==> src/rtl/instaweb_tx_framer.sv <==
// instaweb_tx_framer: batch FIFO feeding a preamble/payload/parity/gap serializer onto 8 optical lanes
module instaweb_tx_framer #(
    parameter int BATCH_SIZE   = 16,
    parameter int FIFO_DEPTH   = 4,
    parameter int PREAMBLE_LEN = 8,
    parameter int GAP_LEN      = 2
) (
    input  logic                        clk_2g,
    input  logic                        rst_n,
    input  logic [BATCH_SIZE-1:0]       s_batch_data,
    input  logic [7:0]                  s_batch_lanes,
    input  logic                        s_valid,
    output logic                        s_ready,
    output logic [7:0]                  optical_tx,
    output logic                        tx_active,
    output logic                        batch_sent,
    output logic [$clog2(FIFO_DEPTH):0] fifo_level
);
    localparam int LW      = $clog2(FIFO_DEPTH) + 1;
    localparam int PW      = (FIFO_DEPTH > 1) ? $clog2(FIFO_DEPTH) : 1;
    localparam int MAX_PB  = (BATCH_SIZE > PREAMBLE_LEN) ? BATCH_SIZE : PREAMBLE_LEN;
    localparam int MAX_LEN = (MAX_PB > GAP_LEN) ? MAX_PB : GAP_LEN;
    localparam int CW      = (MAX_LEN > 1) ? $clog2(MAX_LEN) : 1;
    localparam logic [CW-1:0] PRE_LAST = CW'(PREAMBLE_LEN - 1);
    localparam logic [CW-1:0] PAY_LAST = CW'(BATCH_SIZE - 1);
    localparam logic [CW-1:0] GAP_LAST = CW'(GAP_LEN - 1);

    typedef enum logic [2:0] {IDLE, PREAMBLE, PAYLOAD, PARITY, GAP} state_t;

    logic [BATCH_SIZE+7:0] mem [FIFO_DEPTH];
    logic [BATCH_SIZE+7:0] head;
    logic [PW-1:0]         wr_ptr, rd_ptr;
    logic [LW-1:0]         count;
    logic                  push, pop, fifo_empty;

    state_t                state, state_n;
    logic [CW-1:0]         cnt, cnt_n;
    logic [BATCH_SIZE-1:0] shift_q, shift_n;
    logic [7:0]            lanes_q, lanes_n;
    logic                  par_q, par_n;
    logic [7:0]            tx_n;
    logic                  active_n, sent_n;

    assign s_ready    = rst_n && (count < LW'(FIFO_DEPTH));
    assign push       = s_valid && s_ready;
    assign fifo_empty = (count == '0);
    assign fifo_level = count;
    assign head       = mem[rd_ptr];

    // FIFO storage; contents need no reset because the pointers define validity
    always_ff @(posedge clk_2g) begin
        if (push) mem[wr_ptr] <= {s_batch_lanes, s_batch_data};
    end

    // FIFO pointers and occupancy; push and pop in one cycle cancel out
    always_ff @(posedge clk_2g or negedge rst_n) begin
        if (!rst_n) begin
            wr_ptr <= '0;
            rd_ptr <= '0;
            count  <= '0;
        end else begin
            if (push) wr_ptr <= wr_ptr + PW'(1);
            if (pop) rd_ptr <= rd_ptr + PW'(1);
            count <= count + LW'(push) - LW'(pop);
        end
    end

    // Next state plus the symbol to drive next; outputs are computed one step ahead so they register in line with the state
    always_comb begin
        state_n  = state;
        cnt_n    = cnt;
        shift_n  = shift_q;
        lanes_n  = lanes_q;
        par_n    = par_q;
        tx_n     = '0;
        active_n = 1'b0;
        sent_n   = 1'b0;
        pop      = 1'b0;
        case (state)
            IDLE: pop = !fifo_empty;
            PREAMBLE: begin
                active_n = 1'b1;
                if (cnt == PRE_LAST) begin
                    state_n = PAYLOAD;
                    cnt_n   = '0;
                    tx_n    = lanes_q & {8{shift_q[0]}};
                end else begin
                    cnt_n = cnt + CW'(1);
                    tx_n  = lanes_q & {8{cnt[0]}};
                end
            end
            PAYLOAD: begin
                active_n = 1'b1;
                if (cnt == PAY_LAST) begin
                    state_n = PARITY;
                    cnt_n   = '0;
                    tx_n    = lanes_q & {8{par_q}};
                    sent_n  = 1'b1;
                end else begin
                    cnt_n   = cnt + CW'(1);
                    shift_n = shift_q >> 1;
                    tx_n    = lanes_q & {8{shift_q[1]}};
                end
            end
            PARITY: begin
                active_n = 1'b1;
                state_n  = GAP;
                cnt_n    = '0;
            end
            GAP: begin
                active_n = 1'b1;
                if (cnt == GAP_LAST) begin
                    pop      = !fifo_empty;
                    state_n  = IDLE;
                    active_n = 1'b0;
                end else begin
                    cnt_n = cnt + CW'(1);
                end
            end
            default: state_n = IDLE;
        endcase
        if (pop) begin
            state_n  = PREAMBLE;
            cnt_n    = '0;
            shift_n  = head[BATCH_SIZE-1:0];
            lanes_n  = head[BATCH_SIZE+:8];
            par_n    = ^head[BATCH_SIZE-1:0];
            tx_n     = head[BATCH_SIZE+:8];
            active_n = 1'b1;
        end
    end

    // Framer state and registered line outputs; reset aborts any frame in flight
    always_ff @(posedge clk_2g or negedge rst_n) begin
        if (!rst_n) begin
            state      <= IDLE;
            cnt        <= '0;
            shift_q    <= '0;
            lanes_q    <= '0;
            par_q      <= 1'b0;
            optical_tx <= '0;
            tx_active  <= 1'b0;
            batch_sent <= 1'b0;
        end else begin
            state      <= state_n;
            cnt        <= cnt_n;
            shift_q    <= shift_n;
            lanes_q    <= lanes_n;
            par_q      <= par_n;
            optical_tx <= tx_n;
            tx_active  <= active_n;
            batch_sent <= sent_n;
        end
    end
endmodule

==> config.mk <==
export PLATFORM = sky130hd
export DESIGN_NAME = instaweb_tx_framer
export DESIGN_NICKNAME = d
export VERILOG_FILES = /design/src/rtl/instaweb_tx_framer.sv
export SDC_FILE = /design/constraint.sdc
export NUM_CORES = 1
export LEC_CHECK = 0
export ABC_CLOCK_PERIOD_IN_PS = 5600
export CAP_MARGIN = 20
export CELL_PAD_IN_SITES_DETAIL_PLACEMENT = 2
export CELL_PAD_IN_SITES_GLOBAL_PLACEMENT = 2
export CORE_ASPECT_RATIO = 1.5
export CORE_UTILIZATION = 30
export DETAILED_ROUTE_END_ITERATION = 8
export HOLD_SLACK_MARGIN = 0.02
export PLACE_DENSITY = 0.56
export REMOVE_ABC_BUFFERS = 1
export SLEW_MARGIN = 20
export SYNTH_ARGS = -nofsm -noshare
export SYNTH_HDL_FRONTEND = slang
export SYNTH_SLANG_ARGS = --single-unit
==> constraint.sdc <==
create_clock -name clk_2g -period 5.6 [get_ports clk_2g]
set_clock_uncertainty 0.2 [all_clocks]
set_input_delay 0.84 -clock clk_2g [delete_from_list [all_inputs] [get_ports clk_2g]]
set_output_delay 0.84 -clock clk_2g [all_outputs]
set_load 0.02 [all_outputs]
==> results.py <==
metrics = {
    "run_status": {
        "status": "complete, no violations",
    },
    "power": {
        "vdd_ir_drop_max_mv": 0.200,
        "leakage_uw": 0.00278,
        "powerDensity_nw_per_um2": 555,
    },
    "floorplanning": {
        "ios": 41,
        "die_y_um": 174,
        "rows": 62,
        "start_util_pct": 30.7,
        "die-area_sq_um": 20300,
        "die_w_um": 117,
        "core-area_sq_um": 19200,
    },
    "route": {
        "totalWireLength_um": 13000,
        "vias": 3137,
        "wl_met1_um": 5110,
        "top_layer": "met4",
        "vias_per_cell": 4.72,
        "routedWlPerCell_um": 19.5,
        "drt_iter0_drc": 110,
        "route.met3.wl_um": 318,
        "drc": 0,
        "met2WireLength_um": 7230,
        "first_pass_iters": 4,
        "ant_nets": 0,
    },
    "logic_synthesis": {
        "yosysWarnings": 0,
        "synth-edff-count": 96,
        "synth_area_leaders": "edfxtp_1, dfrtp_1, mux4_2, mux4_1, mux2i_1",
        "synth_top_cells_by_count": "edfxtp_1, dfrtp_1, nor2_1, mux4_2, a21o_1",
        "syn_area_sq_um": 5900,
        "ys_seq_area_share_pct": 69.6,
        "yosysMostFrequentCell": "edfxtp_1",
        "yosysTopAreaCell": "edfxtp_1",
        "ys_seq_elements": 145,
        "async_flop_share_pct": 33.8,
        "synth_cell_type_count": 41,
        "avgSynthCellArea_sq_um": 17.1,
        "synth_cells": 345,
        "synth_top_cell_area_share_pct": 48.8,
        "ys.flop_type": "edfxtp_1",
    },
    "setup_path": {
        "crit_slowest_cell": "clkdlybuf4s50_1",
        "required_ns": 4.56,
        "worst_setup_path_start_kind": "input port",
        "path_buf_inv": 2,
        "worst_setup_path_end_kind": "output pin",
        "worst-setup-path-type": "input port to output pin",
        "path_delay_family": "buffers and inverters",
        "worstPathArrival_ns": 2.00,
        "critical_path.cell_chain": "buf_2 > nor2b_1 > clkdlybuf4s50_1",
        "cp_slowest_stage_delay_ns": 0.68,
        "cp_max_fo": 6,
    },
    "layout": {
        "antenna_cells": 0,
        "final_area_sq_um": 7200,
        "drive_above_1_share_pct": 15.2,
        "nNetsFinal": 430,
        "nFillCells": 1946,
        "instances_no_fill": 664,
        "area_growth_pct": 22.0,
    },
    "clock_network": {
        "clk_path_buf_depth": 2,
        "clock-root-buffer": "clkbuf_16",
        "tritoncts": "built",
        "cts.sinks": 145,
        "post_cts_resized": 0,
        "clk_pin_slew_worst_paths_ns": 0.06,
        "clk_latency_ns": 0.42,
        "htree_levels": 4,
        "cts_setup_buffers": 0,
        "ctsHoldBuffers": 0,
        "cts_inserted_buffers": 17,
    },
    "timing": {
        "hold_violations": 0,
        "finalCriticalPeriod_ns": 3.04,
        "slew_viol_final": 0,
        "worst_pin_slew_ns": 0.917,
        "fin_crit_sh_pct": 54.2,
        "max_freq_mhz": 329,
        "rsz0062_at_grt": "no",
        "slew_headroom_pct": 38.9,
        "setup_tns_ns": 0,
        "setup_viol": 0,
    },
    "placed_design": {
        "place_congestion": 0.751,
        "io_buffers": 40,
        "dp_cells": 632,
        "placed_area_sq_um": 6580,
        "hpwl_um": 7960,
    },
    "global_route": {
        "gr-usage-all-layers_pct": 14.3,
        "grt_pass1_wl_um": 20800,
        "grt_pass1_vias": 3678,
        "antenna_found_initial": 0,
        "grt-ovfl-total": 0,
        "grt_max_degree": 57,
    },
    "run": {
        "max_cap_violations": 0,
    },
    "min_path": {
        "worst_hold_path_type": "register to register",
    },
}
==> per-layer routing <==
metal  vias to the layer above  global-route usage (%)
li1                       1410                       -
met1                      1662                    15.8
met2                        48                    25.5
met3                        17                    3.32
met4                         0                    6.28
met5                         -                       0
==> final cells by class <==
type | instances | area (sq um) | area share, %
flip-flops and latches | 145 | 4110 | 57.1
multi-input cells | 174 | 1670 | 23.2
repair buffers | 46 | 440 | 6.12
clock buffers | 19 | 433 | 6.01
well taps | 256 | 320 | 4.45
clock inverters | 13 | 186 | 2.59
inverters | 11 | 41.3 | 0.573
==> where the power goes <==
group / switching, uW / internal, uW / leakage, uW / total (uW)
logic: 651 / 649 / 0.00103 / 1300
clock network: 445 / 746 / 0.000291 / 1190
registers: 145 / 1360 / 0.00146 / 1510
==> registers in the layout, indices dropped and copies added (netlist names) <==
signal / count
mem: 96
shift_q: 16
lanes_q: 8
optical_tx: 8
cnt: 4
fifo_level: 3
state: 3
rd_ptr: 2
wr_ptr: 2
batch_sent: 1
par_q: 1
tx_active: 1
==> cells by family (layout without fill, tap and decap cells) <==
kind of cell    Yosys count  after routing  synth area share (%)
compound gates           50             50                  5.51
xor+xnor                 21             21                  3.88
fa+ha+maj                 8              8                  1.82
buf+inv                  26             89                  2.18
flops                   145            145                  69.6
mux                      39             39                  12.1
simple gates             56             56                  4.85
==> stage by stage <==
| stage | total power, uW | hold slack, ns | utilization [%] | setup WS [ns] |
|---|---|---|---|---|
| floorplan | 2450 | 0.250 | - | 2.34 |
| global placement | 2810 | 0.260 | 34.2 | 2.56 |
| detailed placement | 2870 | 0.267 | 34.2 | 2.54 |
| CTS | 4080 | 0.287 | 37.4 | 2.51 |
| global route | 4240 | 0.303 | 37.4 | 2.33 |
| finish | 4000 | 0.283 | 37.4 | 2.56 |
==> worst reg2reg max path, stage by stage (launching register included) <==
cell and delay [ns]:
dfrtp_1 0.40, inv_1 0.09, ha_1 0.14, nand2b_1 0.07, o21ai_0 0.44, nand2_2 0.07, buf_4 0.34, xnor2_1 0.25
ha_1 0.16, inv_1 0.05, fa_1 0.37, xnor2_1 0.18, xnor2_1 0.14
==> cells in the final DEF (no fill, tap or decap), types with 4 or more instances in the layout <==
cell	n
nor2b_1	11
bufinv_16	4
nand2_1	5
xnor2_2	6
buf_4	6
and3_1	4
mux4_1	7
mux4_2	17
ha_1	7
xnor2_1	12
a21oi_1	15
a21o_1	16
nor2_1	19
edfxtp_1	96
dfrtp_1	49
o21ai_0	7
mux2i_1	15
clkbuf_16	17
inv_1	11
nand2b_1	4
clkdlybuf4s50_1	39
==> worst paths after layout <==
path                                  from            end  slack, ns  cells past startpoint
worst max-delay path                 rst_n        s_ready       2.56                      3
worst min-delay path            lanes_q[1]     lanes_q[1]       0.28                      1
worst max register to register      cnt[1]  fifo_level[2]       2.64                     12
worst min register to register  lanes_q[1]     lanes_q[1]       0.28                      1
max in group asynchronous            rst_n     lanes_q[7]       4.29                      2
min in group asynchronous            rst_n     shift_q[9]       0.44                      2
Power figures use the tool's default switching activity.
